===== config.mk =====
export PLATFORM = sky130hd
export DESIGN_NAME = sram_ctrl_flat
export DESIGN_NICKNAME = d
export VERILOG_FILES = /design/src/rtl/delay_pkg.sv /design/src/rtl/sram_ctrl_if.sv /design/src/rtl/sram_req_arbiter.sv /design/src/rtl/sram_ctrl.sv /design/src/flat_wrapper.sv
export SDC_FILE = /design/constraint.sdc
export NUM_CORES = 1
export LEC_CHECK = 0
export ABC_AREA = 1
export CORE_ASPECT_RATIO = 0.6
export CORE_MARGIN = 2
export CORE_UTILIZATION = 41
export CTS_CLUSTER_SIZE = 12
export DETAILED_ROUTE_END_ITERATION = 7
export GPL_TIMING_DRIVEN = 0
export PLACE_DENSITY = 0.89
export SETUP_SLACK_MARGIN = 0.4
export SKIP_CTS_REPAIR_TIMING = 1
export SYNTH_ARGS = -nofsm -noshare
export SYNTH_HDL_FRONTEND = slang
export SYNTH_HIERARCHICAL = 1
export SYNTH_SLANG_ARGS = --single-unit

===== constraint.sdc =====
create_clock -name clk -period 1.8 [get_ports clk]
set_clock_uncertainty 0.05 [all_clocks]
set_input_delay 0.18 -clock clk [delete_from_list [all_inputs] [get_ports clk]]
set_output_delay 0.18 -clock clk [all_outputs]
set_load 0.1 [all_outputs]

===== src/rtl/delay_pkg.sv =====
// Shared delay-path package: default SRAM geometry, strobe counter width,
// and the SRAM controller state / last-served encodings.
package delay_pkg;

    localparam int SRAM_DATA_WIDTH_DEF  = 16;
    localparam int SRAM_ADDR_WIDTH_DEF  = 12;
    localparam int SRAM_CAPACITY_DEF    = 4096;
    localparam int SRAM_WAIT_CYCLES_DEF = 2;

    // Wide enough for the largest legal strobe length (15).
    localparam int STROBE_CNT_WIDTH = 4;

    typedef enum logic [2:0] {
        ST_IDLE         = 3'd0,
        ST_READ_STROBE  = 3'd1,
        ST_WRITE_SETUP  = 3'd2,
        ST_WRITE_STROBE = 3'd3,
        ST_WRITE_HOLD   = 3'd4,
        ST_RECOVER      = 3'd5
    } sram_state_e;

    typedef enum logic {
        SERVED_READ  = 1'b0,
        SERVED_WRITE = 1'b1
    } served_e;

    function automatic logic addr_in_range(input logic [31:0] addr,
                                           input logic [31:0] capacity);
        return addr < capacity;
    endfunction

endpackage


===== src/rtl/sram_ctrl_if.sv =====
// Requester-side bus of the SRAM controller: level requests, addresses,
// write data, registered read data and single-cycle response pulses.
interface sram_ctrl_if
    import delay_pkg::*;
#(
    parameter int data_width      = SRAM_DATA_WIDTH_DEF,
    parameter int sram_addr_width = SRAM_ADDR_WIDTH_DEF
) ();

    // Handshake: a requester raises req_* (with its address/data) and holds
    // it unchanged until exactly one of the matching ready/invalid pulses is
    // seen; the controller samples only when idle and pulses each for 1 cycle.
    logic                       req_sram_read;
    logic                       req_sram_write;
    logic [sram_addr_width-1:0] req_sram_read_addr;
    logic [sram_addr_width-1:0] req_sram_write_addr;
    logic [data_width-1:0]      data_to_sram;
    logic [data_width-1:0]      data_from_sram;
    logic                       sram_read_ready;
    logic                       sram_write_ready;
    logic                       sram_read_invalid;
    logic                       sram_write_invalid;

    modport master (
        output req_sram_read, req_sram_write,
        output req_sram_read_addr, req_sram_write_addr, data_to_sram,
        input  data_from_sram,
        input  sram_read_ready, sram_write_ready,
        input  sram_read_invalid, sram_write_invalid
    );

    modport slave (
        input  req_sram_read, req_sram_write,
        input  req_sram_read_addr, req_sram_write_addr, data_to_sram,
        output data_from_sram,
        output sram_read_ready, sram_write_ready,
        output sram_read_invalid, sram_write_invalid
    );

endinterface


===== src/rtl/sram_req_arbiter.sv =====
// Combinational read/write request arbiter. Reads win by default;
// with SRAM_CTRL_RR_EN defined, simultaneous requests alternate on last_served.
module sram_req_arbiter
    import delay_pkg::*;
(
    input  logic    req_read,
    input  logic    req_write,
    input  served_e last_served,
    output logic    grant_read,
    output logic    grant_write
);

`ifdef SRAM_CTRL_RR_EN
    always_comb begin
        grant_read  = req_read  && (!req_write || (last_served == SERVED_WRITE));
        grant_write = req_write && (!req_read  || (last_served == SERVED_READ));
    end
`else
    // Fixed priority: the served history is deliberately ignored.
    served_e unused_last_served;
    assign unused_last_served = last_served;

    always_comb begin
        grant_read  = req_read;
        grant_write = req_write && !req_read;
    end
`endif

endmodule


===== src/rtl/sram_ctrl.sv =====
// Asynchronous SRAM controller with strobed read/write cycles and fully
// registered outputs. SRAM_CTRL_RR_EN selects round-robin arbitration.
module sram_ctrl
    import delay_pkg::*;
#(
    parameter int data_width      = SRAM_DATA_WIDTH_DEF,
    parameter int sram_addr_width = SRAM_ADDR_WIDTH_DEF,
    parameter int sram_capacity   = SRAM_CAPACITY_DEF,
    parameter int wait_cycles     = SRAM_WAIT_CYCLES_DEF
) (
    input  logic                       clk,
    input  logic                       reset,
    sram_ctrl_if.slave                 req_if,
    output logic [sram_addr_width-1:0] sram_a,
    output logic [data_width-1:0]      sram_dq_o,
    input  logic [data_width-1:0]      sram_dq_i,
    output logic                       sram_dq_oe,
    output logic                       sram_ce_n,
    output logic                       sram_oe_n,
    output logic                       sram_we_n,
    output logic                       busy,
    output sram_state_e                state_o
);

    localparam int              CW       = STROBE_CNT_WIDTH;
    localparam logic [CW-1:0]   CNT_LAST = CW'(wait_cycles - 1);
    localparam logic [31:0]     CAPACITY = 32'(sram_capacity);

    sram_state_e                state_q, state_d;
    served_e                    last_served_q, last_served_d;
    logic [CW-1:0]              cnt_q, cnt_d;
    logic [sram_addr_width-1:0] a_q, a_d;
    logic [data_width-1:0]      dq_o_q, dq_o_d;
    logic [data_width-1:0]      rdata_q, rdata_d;
    logic                       dq_oe_q, dq_oe_d;
    logic                       ce_n_q, ce_n_d;
    logic                       oe_n_q, oe_n_d;
    logic                       we_n_q, we_n_d;
    logic                       rd_rdy_q, rd_rdy_d;
    logic                       wr_rdy_q, wr_rdy_d;
    logic                       rd_inv_q, rd_inv_d;
    logic                       wr_inv_q, wr_inv_d;
    logic                       busy_q, busy_d;

    logic grant_read, grant_write;
    logic read_addr_ok, write_addr_ok;

    sram_req_arbiter u_arb (
        .req_read    (req_if.req_sram_read),
        .req_write   (req_if.req_sram_write),
        .last_served (last_served_q),
        .grant_read  (grant_read),
        .grant_write (grant_write)
    );

    assign read_addr_ok  = addr_in_range(32'(req_if.req_sram_read_addr), CAPACITY);
    assign write_addr_ok = addr_in_range(32'(req_if.req_sram_write_addr), CAPACITY);

    always_comb begin
        state_d       = state_q;
        last_served_d = last_served_q;
        cnt_d         = cnt_q;
        a_d           = a_q;
        dq_o_d        = dq_o_q;
        rdata_d       = rdata_q;
        dq_oe_d       = dq_oe_q;
        ce_n_d        = ce_n_q;
        oe_n_d        = oe_n_q;
        we_n_d        = we_n_q;
        rd_rdy_d      = 1'b0;
        wr_rdy_d      = 1'b0;
        rd_inv_d      = 1'b0;
        wr_inv_d      = 1'b0;

        case (state_q)
            ST_IDLE: begin
                if (grant_read) begin
                    last_served_d = SERVED_READ;
                    if (read_addr_ok) begin
                        a_d     = req_if.req_sram_read_addr;
                        ce_n_d  = 1'b0;
                        oe_n_d  = 1'b0;
                        cnt_d   = '0;
                        state_d = ST_READ_STROBE;
                    end else begin
                        rd_inv_d = 1'b1;
                        state_d  = ST_RECOVER;
                    end
                end else if (grant_write) begin
                    last_served_d = SERVED_WRITE;
                    if (write_addr_ok) begin
                        a_d     = req_if.req_sram_write_addr;
                        dq_o_d  = req_if.data_to_sram;
                        dq_oe_d = 1'b1;
                        ce_n_d  = 1'b0;
                        we_n_d  = 1'b1;
                        state_d = ST_WRITE_SETUP;
                    end else begin
                        wr_inv_d = 1'b1;
                        state_d  = ST_RECOVER;
                    end
                end
            end
            ST_READ_STROBE: begin
                if (cnt_q == CNT_LAST) begin
                    rdata_d  = sram_dq_i;
                    rd_rdy_d = 1'b1;
                    ce_n_d   = 1'b1;
                    oe_n_d   = 1'b1;
                    state_d  = ST_RECOVER;
                end else begin
                    cnt_d = cnt_q + CW'(1);
                end
            end
            ST_WRITE_SETUP: begin
                we_n_d  = 1'b0;
                cnt_d   = '0;
                state_d = ST_WRITE_STROBE;
            end
            ST_WRITE_STROBE: begin
                if (cnt_q == CNT_LAST) begin
                    we_n_d  = 1'b1;
                    state_d = ST_WRITE_HOLD;
                end else begin
                    cnt_d = cnt_q + CW'(1);
                end
            end
            ST_WRITE_HOLD: begin
                // Data stays driven through the hold cycle after we_n rises.
                dq_oe_d  = 1'b0;
                ce_n_d   = 1'b1;
                wr_rdy_d = 1'b1;
                state_d  = ST_RECOVER;
            end
            ST_RECOVER: begin
                state_d = ST_IDLE;
            end
            default: begin
                state_d = ST_IDLE;
            end
        endcase

        busy_d = (state_d != ST_IDLE);
    end

    always_ff @(posedge clk) begin
        if (reset) begin
            state_q       <= ST_IDLE;
            last_served_q <= SERVED_WRITE;
            cnt_q         <= '0;
            a_q           <= '0;
            dq_o_q        <= '0;
            rdata_q       <= '0;
            dq_oe_q       <= 1'b0;
            ce_n_q        <= 1'b1;
            oe_n_q        <= 1'b1;
            we_n_q        <= 1'b1;
            rd_rdy_q      <= 1'b0;
            wr_rdy_q      <= 1'b0;
            rd_inv_q      <= 1'b0;
            wr_inv_q      <= 1'b0;
            busy_q        <= 1'b0;
        end else begin
            state_q       <= state_d;
            last_served_q <= last_served_d;
            cnt_q         <= cnt_d;
            a_q           <= a_d;
            dq_o_q        <= dq_o_d;
            rdata_q       <= rdata_d;
            dq_oe_q       <= dq_oe_d;
            ce_n_q        <= ce_n_d;
            oe_n_q        <= oe_n_d;
            we_n_q        <= we_n_d;
            rd_rdy_q      <= rd_rdy_d;
            wr_rdy_q      <= wr_rdy_d;
            rd_inv_q      <= rd_inv_d;
            wr_inv_q      <= wr_inv_d;
            busy_q        <= busy_d;
        end
    end

    assign sram_a                    = a_q;
    assign sram_dq_o                 = dq_o_q;
    assign sram_dq_oe                = dq_oe_q;
    assign sram_ce_n                 = ce_n_q;
    assign sram_oe_n                 = oe_n_q;
    assign sram_we_n                 = we_n_q;
    assign busy                      = busy_q;
    assign state_o                   = state_q;
    assign req_if.data_from_sram     = rdata_q;
    assign req_if.sram_read_ready    = rd_rdy_q;
    assign req_if.sram_write_ready   = wr_rdy_q;
    assign req_if.sram_read_invalid  = rd_inv_q;
    assign req_if.sram_write_invalid = wr_inv_q;

endmodule


===== src/flat_wrapper.sv =====
// flat-port wrapper written by rule: the top's interface ports become plain ports
module sram_ctrl_flat import delay_pkg::*;
#(
    parameter int data_width      = SRAM_DATA_WIDTH_DEF,
    parameter int sram_addr_width = SRAM_ADDR_WIDTH_DEF,
    parameter int sram_capacity   = SRAM_CAPACITY_DEF,
    parameter int wait_cycles     = SRAM_WAIT_CYCLES_DEF
)
  (clk, reset, sram_a, sram_dq_o, sram_dq_i, sram_dq_oe, sram_ce_n, sram_oe_n, sram_we_n, busy, state_o, req_if_req_sram_read, req_if_req_sram_write, req_if_req_sram_read_addr, req_if_req_sram_write_addr, req_if_data_to_sram, req_if_data_from_sram, req_if_sram_read_ready, req_if_sram_write_ready, req_if_sram_read_invalid, req_if_sram_write_invalid);
  sram_ctrl_if #(.data_width(data_width), .sram_addr_width(sram_addr_width)) req_if_i ();
  input  logic clk;
  input  logic reset;
  output logic [sram_addr_width-1:0] sram_a;
  output logic [data_width-1:0] sram_dq_o;
  input  logic [data_width-1:0] sram_dq_i;
  output logic sram_dq_oe;
  output logic sram_ce_n;
  output logic sram_oe_n;
  output logic sram_we_n;
  output logic busy;
  output sram_state_e state_o;
  input wire logic [$bits(req_if_i.req_sram_read)-1:0] req_if_req_sram_read;
  input wire logic [$bits(req_if_i.req_sram_write)-1:0] req_if_req_sram_write;
  input wire logic [$bits(req_if_i.req_sram_read_addr)-1:0] req_if_req_sram_read_addr;
  input wire logic [$bits(req_if_i.req_sram_write_addr)-1:0] req_if_req_sram_write_addr;
  input wire logic [$bits(req_if_i.data_to_sram)-1:0] req_if_data_to_sram;
  output wire logic [$bits(req_if_i.data_from_sram)-1:0] req_if_data_from_sram;
  output wire logic [$bits(req_if_i.sram_read_ready)-1:0] req_if_sram_read_ready;
  output wire logic [$bits(req_if_i.sram_write_ready)-1:0] req_if_sram_write_ready;
  output wire logic [$bits(req_if_i.sram_read_invalid)-1:0] req_if_sram_read_invalid;
  output wire logic [$bits(req_if_i.sram_write_invalid)-1:0] req_if_sram_write_invalid;
  assign req_if_i.req_sram_read = req_if_req_sram_read;
  assign req_if_i.req_sram_write = req_if_req_sram_write;
  assign req_if_i.req_sram_read_addr = req_if_req_sram_read_addr;
  assign req_if_i.req_sram_write_addr = req_if_req_sram_write_addr;
  assign req_if_i.data_to_sram = req_if_data_to_sram;
  assign req_if_data_from_sram = req_if_i.data_from_sram;
  assign req_if_sram_read_ready = req_if_i.sram_read_ready;
  assign req_if_sram_write_ready = req_if_i.sram_write_ready;
  assign req_if_sram_read_invalid = req_if_i.sram_read_invalid;
  assign req_if_sram_write_invalid = req_if_i.sram_write_invalid;
  sram_ctrl #(.data_width(data_width), .sram_addr_width(sram_addr_width), .sram_capacity(sram_capacity), .wait_cycles(wait_cycles)) u_core (.clk(clk), .reset(reset), .req_if(req_if_i), .sram_a(sram_a), .sram_dq_o(sram_dq_o), .sram_dq_i(sram_dq_i), .sram_dq_oe(sram_dq_oe), .sram_ce_n(sram_ce_n), .sram_oe_n(sram_oe_n), .sram_we_n(sram_we_n), .busy(busy), .state_o(state_o));
endmodule

After elaboration in Yosys (flattened, before gate mapping)
Cells that the tools add are included.
W data, S select, Z words.
- bits in registers: 58
- input bits: 60
- word-level logic and storage cells: 69
- output and inout port bits: 56
- equal/unequal tests: 12
- muxes and demuxes: 22
- add/subtract/negate cells: 1
- reduce and logical (&&, ||, !) cells: 20
- bitwise gates (word level): 2
- operator list (operator ; count):
    $mux W12 ; 2
    $pmux W3 S5 ; 1
    $reduce_and A3 Y1 ; 5
    $mux W3 ; 4
    $pmux W4 S3 ; 1
    $reduce_bool A3 Y1 ; 4
    $mux W1 ; 8
    $mux W4 ; 2
    $eq A3 B2 Y1 const B ; 2
    $ne A2 B1 Y1 const B ; 3
    $ne A2 B2 Y1 const B ; 3
    $pmux W1 S3 ; 2
    $reduce_bool A2 Y1 ; 3
    $add A4 B1 Y4 const B ; 1
    $eq A4 B1 Y1 const B ; 1
    $pmux W1 S2 ; 2
    $reduce_and A2 Y1 ; 2
    $reduce_and A4 Y1 ; 1
    $reduce_or A2 Y1 ; 2
    $eq A3 B1 Y1 const B ; 1
    $eq A3 B3 Y1 const B ; 1
    $logic_not A3 Y1 ; 1
    $ne A3 B2 Y1 const B ; 1
    $not A1 Y1 ; 2
    other kinds (2) ; 2

Depth between registers and ports, before layout
- word-level depth: 6
- depth in mapped cells: 9
- depth with buffers taken out: 8

Cells and area by module
The synthesis kept the hierarchy.
- by module, submodules not included (module ; area an instance (µm²) ; times used ; seq. area each (µm²) ; cells an instance):
    sram_ctrl ; 2534.9 ; 1 ; 1181.1 ; 346
    sram_req_arbiter ; 17.5 ; 1 ; 0.0 ; 3

Worst setup path after synthesis
Ideal clock, no wire load.
- path kind: register to register
- start point: reg u_core.state_q[1] (netlist: u_core/state_o[1])
- end point: reg u_core.dq_o_q[10] (netlist: u_core/sram_dq_o[10])
- arrival: 1853 ps
- path slack: -222 ps
- setup time: 119 ps
- data required time: 1631 ps
- period minus slack after synthesis: 2022 ps
- stages on the path, launching flop included: 9
- cell sequence: dfxtp_1 > inv_2 > nand2_2 > nor2_4 > nand2_4 > inv_6 > buf_8 > a21oi_1 > nor2_1
- word-level cells in the longest chain between the ends: 2
- ends and longest elaborated chain (item ; RTL line ; text):
    start, declared ; sram_ctrl.sv:29 ; sram_state_e state_q, state_d;
    start signal, assigned ; sram_ctrl.sv:164 ; state_q <= state_d;
    $logic_not A3 Y1 ; sram_ctrl.sv:75 ; case (state_q)
    $reduce_and A3 Y1 (no line) ; n/a ;
    end signal, assigned ; sram_ctrl.sv:168 ; dq_o_q <= dq_o_d;
    end, declared ; sram_ctrl.sv:33 ; logic [data_width-1:0] dq_o_q, dq_o_d;
No other way between the ends.
A chain may end at the register's enable or synchronous reset.

Final worst setup path
- start point: reg u_core.state_q[2] (netlist: u_core/state_o[2])
- end point: out state_o[2]
- RTL lines (item ; RTL line ; text):
    end, declared ; flat_wrapper.sv:21 ; output sram_state_e state_o;
No word-level cell between the ends.

==> results <==
- The overflow left after global routing is 0.
- In the final design database the tool counted around 540 nets.
- In this run, the combinational gates consume slightly above 40% of the power.
- The core region is roughly 6000 um^2.
- Once detailed placement completed, the half-perimeter wirelength came to between 5 and 6 mm.
- Summing all non-filler instances in the final layout gives an area of 3860 um^2.
- The stage delay of the slowest cell on the critical path is 0.48 ns.
- The signal on the critical path passes through clkbuf_2.
- The headroom to the max-slew limit is between 60% and 70%.
- The data arrival time of the worst path is roughly 1.2 ns.
- For the worst setup path, the data required time is 1.57 ns.
- Port buffering added approximately 110 buffers.
- The starting density of the core is 41.9%.
- The clock insertion delay at the later pin of the skew report is 0.32 ns.
- For this design, the slowest cell found on the critical path is clkbuf_2.
- The number of remaining DRC errors is 0.
- The routed length per placed instance is approximately 13 um.
- In this run the cell area of the synthesized design comes to about 2500 um^2.
- The floorplan die area is about 6800 um^2.
- The maximum number of pins on one net before global-route repair is 12.
- Setup repair after global routing could not meet its margin everywhere.
- Across the run, the number of max-cap violations was 0.
- STA classifies the critical path startpoint as a flip-flop.
- The combined area of the multi-input logic cells is between 1000 and 1500 um^2.
- The die outline height is between 60 and 70 um.
- At the end of routability-driven placement, the weighted congestion stood at 0.893.
- The family of cells with the greatest summed delay on the critical path is buffers and inverters.
- After clock tree synthesis, the clock-pin slew on the worst setup and hold paths is 0.06 ns.
- Along the worst path, the maximum fanout reaches 8.
- The maximum vdd ir drop is 658 uV.
- Of the total power, the share spent switching nets is about 45%.
- From left edge to right edge, the die measures roughly 110 um.
- The global-route wire length before repair is approximately 12 mm.
- The number of antenna violations at the first check in global routing was 0.
- Summed over all layers, the routed wires come to 7.37 mm.
- The antenna diode count is 0.
- The filler cell count is between 500 and 600.
- Registers take between 1000 and 1500 um^2.
- The number of optimization iterations in the first detailed-route pass is 4.
- In this run, flip-flops and latches consume between 30% and 40% of the power.
- The total global routing track utilization is 21.5%.
- The hold violation count in the final report was 0.
- For the final routed database, the setup TNS stands at 0 ns.
- In this run the cell area measured after placement is about 3800 um^2.
- The type of the worst setup path is reg2out.
- For the pin with the worst max-slew slack, the measured transition is roughly 0.56 ns.
- The leakage power of the design is between 1.5 and 2 nW.
- TritonCTS built the clock tree.
- The area growth from synthesis to layout is 52.9%.
- The number of H-tree levels is 3.
- Counting every instance in the synthesized netlist gives 346.
- The final worst hold slack is 0.135 ns.
- The fmax is 689 MHz.
- The number of global-route vias before repair is 2517.
- The final critical path time including I/O delays and setup is about 1.5 ns.
- In this run the worst hold path is classified as in2reg.
- In this run the mean area of a mapped cell was 7.29 um^2.
- Detailed routing inserted a total of 2692 vias.
- The share of total power in the clock network is approximately 25%.
- The clock passes through at most 2 buffers.
- The Yosys step of the flow raised 6 warnings.
- The count of routing violations after the opening detailed-route iteration is 176.
- The flow ran to the end, and the final reports show no timing, DRC or antenna violations.
- Cells with a size suffix above 1 make up between 20% and 30% of the layout.
- The number of placement rows is 22.
- The top-level I/O count is around 120.
- The worst path uses between 80% and 90% of the clock period.
- Buffers inserted during clock tree synthesis total 9.
- The power per standard cell area is 1190 nW/um^2.
- The critical path capture point type is a primary output.
- The number of buffers and inverters on the critical path is 1.
- The number of routed nets with antenna violations is 0.
- The number of vias per cell after detailed routing is 4.72.
- The number of max-slew violations in the final report is 0.
- The total internal power is 0.00253 W.
- The switching power summed over all nets is 0.00205 W.
- Clock tree synthesis selected as its root buffer the cell clkbuf_8.
- The CTS sink count is 58.
- Setup violations remaining at the end of the flow were counted as 0.
==> cells in the final DEF (no fill, tap or decap), types with 2 or more instances in the layout <==
cell type        instances
nand2_1                114
clkdlybuf4s50_1         57
dfxtp_1                 53
nor2_1                  47
clkbuf_2                31
buf_2                   22
a21oi_1                 20
buf_4                   17
o21ai_0                 17
inv_1                   14
o21ai_1                 12
nand3_1                 12
clkbuf_8                 9
inv_4                    4
clkbuf_1                 4
clkinv_2                 3
clkbuf_4                 3
inv_2                    3
nand2_2                  3
nor2_4                   3
buf_6                    3
dfxtp_4                  3
clkinv_4                 2
nand2_4                  2
buf_8                    2
nand3_4                  2
nor2_8                   2
nand3_2                  2
a21oi_2                  2
nand4_1                  2
o211ai_1                 2
conb_1                   2
dfxtp_2                  2
==> metrics by stage <==
stage	setup slack, ns	std cells	total power [W]	util (%)
after floorplan	0.395	347	0.00296	-
after global routing	0.299	570	0.00478	64.0
after detailed placement	-0.146	543	0.00347	62.5
after global placement	-0.109	543	0.00344	62.5
final	0.349	570	0.00458	64.0
after CTS	-0.350	559	0.00463	65.7
==> sequential cells by signal (all words and copies together) (netlist names) <==
| name | count |
|---|---|
| u_core/sram_a | 12 |
| u_core/sram_dq_o | 16 |
| u_core/sram_ce_n | 1 |
| u_core/cnt_q | 4 |
| u_core/req_if.sram_write_ready | 1 |
| u_core/busy | 1 |
| u_core/sram_we_n | 1 |
| u_core/sram_dq_oe | 1 |
| u_core/req_if.data_from_sram | 16 |
| u_core/state_o | 3 |
| u_core/sram_oe_n | 1 |
| u_core/req_if.sram_read_ready | 1 |
==> layer usage <==
| metal | routed length [um] | global-route usage (%) | vias to the layer above |
|---|---|---|---|
| li1 | - | - | 1358 |
| met5 | 0 | 0 | - |
| met1 | 3230 | 27.3 | 1216 |
| met4 | 33 | 6.17 | 0 |
| met2 | 3310 | 34.4 | 112 |
| met3 | 799 | 7.85 | 6 |
==> area by class of cell <==
class / instances / area share [%]
Multi-Input combinational cell: 249 / 30.9
Clock buffer: 9 / 3.21
Clock inverter: 7 / 1.78
Inverter: 22 / 2.53
Timing Repair Buffer: 123 / 24.8
Buffer: 18 / 3.66
Tap cell: 84 / 2.72
Sequential cell: 58 / 30.4
==> path summary, 6_finish.rpt <==
check / end / start / slack [ns] / cells past startpoint
worst max-delay path: state_o[2] / u_core/state_o[2] / 0.35 / 1
worst max register to register: u_core/sram_dq_o[11] / u_core/state_o[1] / 0.46 / 7
worst min-delay path: u_core/req_if.sram_write_ready / reset / 0.13 / 2
worst min register to register: u_core/req_if.data_from_sram[5] / u_core/req_if.data_from_sram[5] / 0.41 / 2
==> power groups by stage <==
stage | clock network, W | registers, W | logic (W)
3_5_place_dp | 0 | 0.00155 | 0.00192
5_1_grt | 0.00125 | 0.00154 | 0.00199
6_report | 0.00116 | 0.00152 | 0.00189
2_1_floorplan | 0 | 0.00247 | 0.000492
3_3_place_gp | 0 | 0.00154 | 0.00190
4_1_cts | 0.00119 | 0.00152 | 0.00192
==> worst reg2reg max path: stages, from the launching register on <==
cell     delay, ns
dfxtp_4       0.38
inv_4         0.07
nand2_2       0.07
nor2_4        0.18
nand3_4       0.12
buf_12        0.15
o21ai_0       0.16
nor2_1        0.06
Note: power is estimated with default switching activity, not from simulation.
==> patch 1: new RTL, config.mk and constraints unchanged <==
`a_q` no longer has a reset.
--- a/src/rtl/sram_ctrl.sv
+++ b/src/rtl/sram_ctrl.sv
@@ -148,7 +148,6 @@
             state_q       <= ST_IDLE;
             last_served_q <= SERVED_WRITE;
             cnt_q         <= '0;
-            a_q           <= '0;
             dq_o_q        <= '0;
             rdata_q       <= '0;
             dq_oe_q       <= 1'b0;
@@ -164,7 +163,6 @@
             state_q       <= state_d;
             last_served_q <= last_served_d;
             cnt_q         <= cnt_d;
-            a_q           <= a_d;
             dq_o_q        <= dq_o_d;
             rdata_q       <= rdata_d;
             dq_oe_q       <= dq_oe_d;
@@ -177,6 +175,10 @@
             wr_inv_q      <= wr_inv_d;
             busy_q        <= busy_d;
         end
+    end
+
+    always_ff @(posedge clk) begin
+        a_q <= a_d;
     end
 
     assign sram_a                    = a_q;
Check against the original RTL: not equivalent (Yosys sat finds a counterexample within 4 cycles, from zero or initial values and one cycle with reset high).
==> patch 1 against the original RTL <==
  * Sequential cell count did not move
  * Wire length is 11% lower
  * Power is 8.5% higher
  * Worst setup slack got worse by 0.047 ns
  * Critical path type unchanged
  * Count of clock-buffer cells in the layout is 4 higher
  * Final area down 2.3%
  * Sequential share of layout area rose by 4.0 points
  * Area after synthesis down 7.5%
  * Fmax down 3.1%
  * Synthesized cell count fell by 13%
==> patch 1: results (changes against the original RTL) <==
* # H-tree levels at 3 (unchanged)
* Initial DRC Count at 87 (-51%)
* Initial antenna violation count at 0 (unchanged)
* Register clock-pin slew on the reported worst setup and hold paths at 0.07 ns
* Clock buffer depth at 2 (unchanged)
* Routability Congestion at 0.8478 (-5.1%)
* Number of buffers added on ports at 112 (unchanged)
* Worst-path fanout max at 6 (-2)
* Final net count at 507 (-6.6%)
* Critical path arrival at 1.27 ns (+0.05 ns)
* Vias in the first global route at 2198 (-13%)
* Largest net degree at the start of global routing at 14 (+2)
* Dpl hpwl at 4689 um (-12%)
* Post-place setup slack at -0.2672 ns (-0.1208 ns)
* Tot GR Track Use at 0.1973 (-0.01757)
* DRT Pass-1 Iters at 4 (unchanged)
* Vias post-DR at 2395 (-11%)
* Slew margin rel. at 0.6325 (+0.003827)
* First-pass GRT wire length at 9763 um (-16%)
* VDD IR-drop max at 655.1 uV (-0.45%)
* Status: finished clean
* Antenna Cells at 0 (unchanged)
* Synth Warn # at 6 (unchanged)
* Worst skew pair latency at 0.32 ns (about the same)
* TritonCTS buffer count at 9 (unchanged)
* P_leak at 1.876 nW (-3.3%)
* Worst min path class: primary input to flip-flop
* Root Driver: clkbuf_8
* Wire per inst at 12.31 um (-4.8%)
* Layout cells sized above 1 at 0.2733 (+0.01407)
## patch 1: stage by stage
step	total power (W)	instances	cell area, sq um
3_5_place_dp	0.003763	494	3581
6_report	0.004966	530	3772
5_1_grt	0.005189	530	3772
3_3_place_gp	0.003731	494	3581
4_1_cts	0.004957	510	3780
2_1_floorplan	0.003226	302	2360
## patch 1: worst paths after layout
path | startpoint | to | slack [ns] | cells past startpoint
setup / recovery | u_core/state_o[2]$_SDFF_PP0_ | state_o[2] | 0.30 | 2
hold / removal | reset | u_core/req_if.sram_write_ready$_SDFF_PP0_ | 0.21 | 2
setup reg to reg | u_core/state_o[1]$_SDFF_PP0_ | u_core/cnt_q[0]$_SDFFE_PP0P_ | 0.45 | 7
hold reg to reg | u_core/req_if.data_from_sram[15]$_SDFFE_PP0P_ | u_core/req_if.data_from_sram[15]$_SDFFE_PP0P_ | 0.40 | 2
## patch 1: per-layer routing
metal	GRT usage	share of wire	wire [um]
met1	0.2413	0.44	2884
met2	0.3129	0.46	2994
met3	0.09508	0.087	566
met4	0.05068	0.012	76
met5	0	0	0
## patch 1: worst max-delay path: stages, from the launching register on
cell	delay, ns
dfxtp_4	0.38
buf_4	0.11
clkbuf_2	0.44
## patch 1: final cells by class
type,instances,area [sq um]
tap,80,100.1
clock inverter,3,40.04
fill,487,1772
inverter,20,91.34
clock buffer,13,158.9
timing repair buffer,132,1023
sequential,58,1297
multi-input combinational,211,955.9
buffer,13,105.1
## patch 1: where the power goes
group	total, W	internal [W]	switching [W]
Clock	0.00118	0.000711	0.000473
Sequential	0.00162	0.00153	0.0000952
Combinational	0.00216	0.000505	0.00166
Total	0.00497	0.00274	0.00222
==> patch 2: new RTL, same settings <==
Without the edit above. `SRAM_ADDR_WIDTH_DEF`: 12 -> 13.
--- a/src/rtl/delay_pkg.sv
+++ b/src/rtl/delay_pkg.sv
@@ -3,7 +3,7 @@
 package delay_pkg;
 
     localparam int SRAM_DATA_WIDTH_DEF  = 16;
-    localparam int SRAM_ADDR_WIDTH_DEF  = 12;
+    localparam int SRAM_ADDR_WIDTH_DEF  = 13;
     localparam int SRAM_CAPACITY_DEF    = 4096;
     localparam int SRAM_WAIT_CYCLES_DEF = 2;
 
Interface: changed (resized req_if_req_sram_read_addr, req_if_req_sram_write_addr and sram_a); port bits go from 116 to 119. No check against the original RTL was run, so the function may have changed too.
==> patch 2 against the original RTL <==
  * Power grew 23%
  * Global-route usage grew 0.62 points
  * Area after synthesis up 4.6%
  * Combinational power rose by 39%
  * Final area grew 6.0%
  * Worst setup slack lost 0.030 ns
  * Count of clock-buffer cells in the layout grew 2
  * Worst hold slack got worse by 0.059 ns
  * Sequential cell count grew 3
  * Wire length up 7.1%
  * Clock power up 13%
  * Largest power group unchanged
==> patch 2: results (changes against the original RTL) <==
* Filler cells at 513 (-7.9%)
* Reg2Reg Launch Point: u_core/state_o[0]$_SDFF_PP0_
* Initial DRC Count at 115 (-35%)
* Dpl hpwl at 5690 um (+6.5%)
* Vias post-DR at 2729 (+1.4%)
* Routability Congestion at 0.8506 (-4.8%)
* DRC Markers at 0 (unchanged)
* Layout cells sized above 1 at 0.2883 (+0.02908)
* Largest net degree at the start of global routing at 13 (+1)
* Root Driver: clkbuf_8
* Worst skew pair latency at 0.33 ns
* Vias in the first global route at 2639 (+4.8%)
* Slew margin rel. at 0.6292 (about the same)
* Status: finished clean
* First-pass GRT wire length at 12120 um (+3.7%)
* Number of buffers added on ports at 117 (+4.5%)
* VDD IR-drop max at 663.5 uV (+0.83%)
* DRT Pass-1 Iters at 4 (unchanged)
* Final net count at 548 (+0.92%)
* Tot GR Track Use at 0.2211 (+0.006245)
* Critical path arrival at 1.25 ns (+0.03 ns)
* Post-place setup slack at -0.1058 ns (+0.04056 ns)
* P_leak at 1.969 nW (+1.5%)
* Drt total wl at 7893 um (+7.1%)
* Antenna Cells at 0 (unchanged)
[patch 2: worst paths after layout]
kind                                                   end  slack (ns)  cells past startpoint
hold reg to reg             u_core/sram_a[12]$_SDFFE_PP0P_        0.40                      2
setup reg to reg             u_core/sram_a[3]$_SDFFE_PP0P_        0.43                      9
setup / recovery                                state_o[2]        0.32                      1
hold / removal    u_core/req_if.sram_read_ready$_SDFF_PP0_        0.08                      2
[patch 2: per-layer routing]
| layer | wire length (um) | share of wire | GRT usage | vias to the layer above |
|---|---|---|---|---|
| li1 | - | - | - | 1365 |
| met4 | 169 | 0.021 | 0.08974 | 0 |
| met5 | 0 | 0 | 0 | - |
| met2 | 3665 | 0.46 | 0.3514 | 103 |
| met1 | 3396 | 0.43 | 0.2644 | 1240 |
| met3 | 662 | 0.084 | 0.09557 | 21 |
[patch 2: where the power goes]
group          switching, W  total, W  internal, W  leakage, nW
clock network      0.000575   0.00131     0.000736        0.109
registers          0.000138   0.00169      0.00156        0.500
logic               0.00197   0.00262     0.000645         1.36
total               0.00269   0.00562      0.00294         1.97
[patch 2: cell type report]
cell class                      instances  area (sq um)  area share
Multi-Input combinational cell        244          1289      0.3149
Sequential cell                        61          1237      0.3024
Tap cell                               84         105.1     0.02568
Inverter                               22         102.6     0.02507
Clock buffer                           11         152.6     0.03730
Clock inverter                          5         65.06     0.01590
Buffer                                 15         127.6     0.03118
Timing Repair Buffer                  131          1013      0.2476
[patch 2: stage by stage]
stage          cells  cell area (sq um)
3_5_place_dp     543               3929
5_1_grt          573               4093
6_report         573               4093
2_1_floorplan    342               2653
3_3_place_gp     543               3929
4_1_cts          559               4146
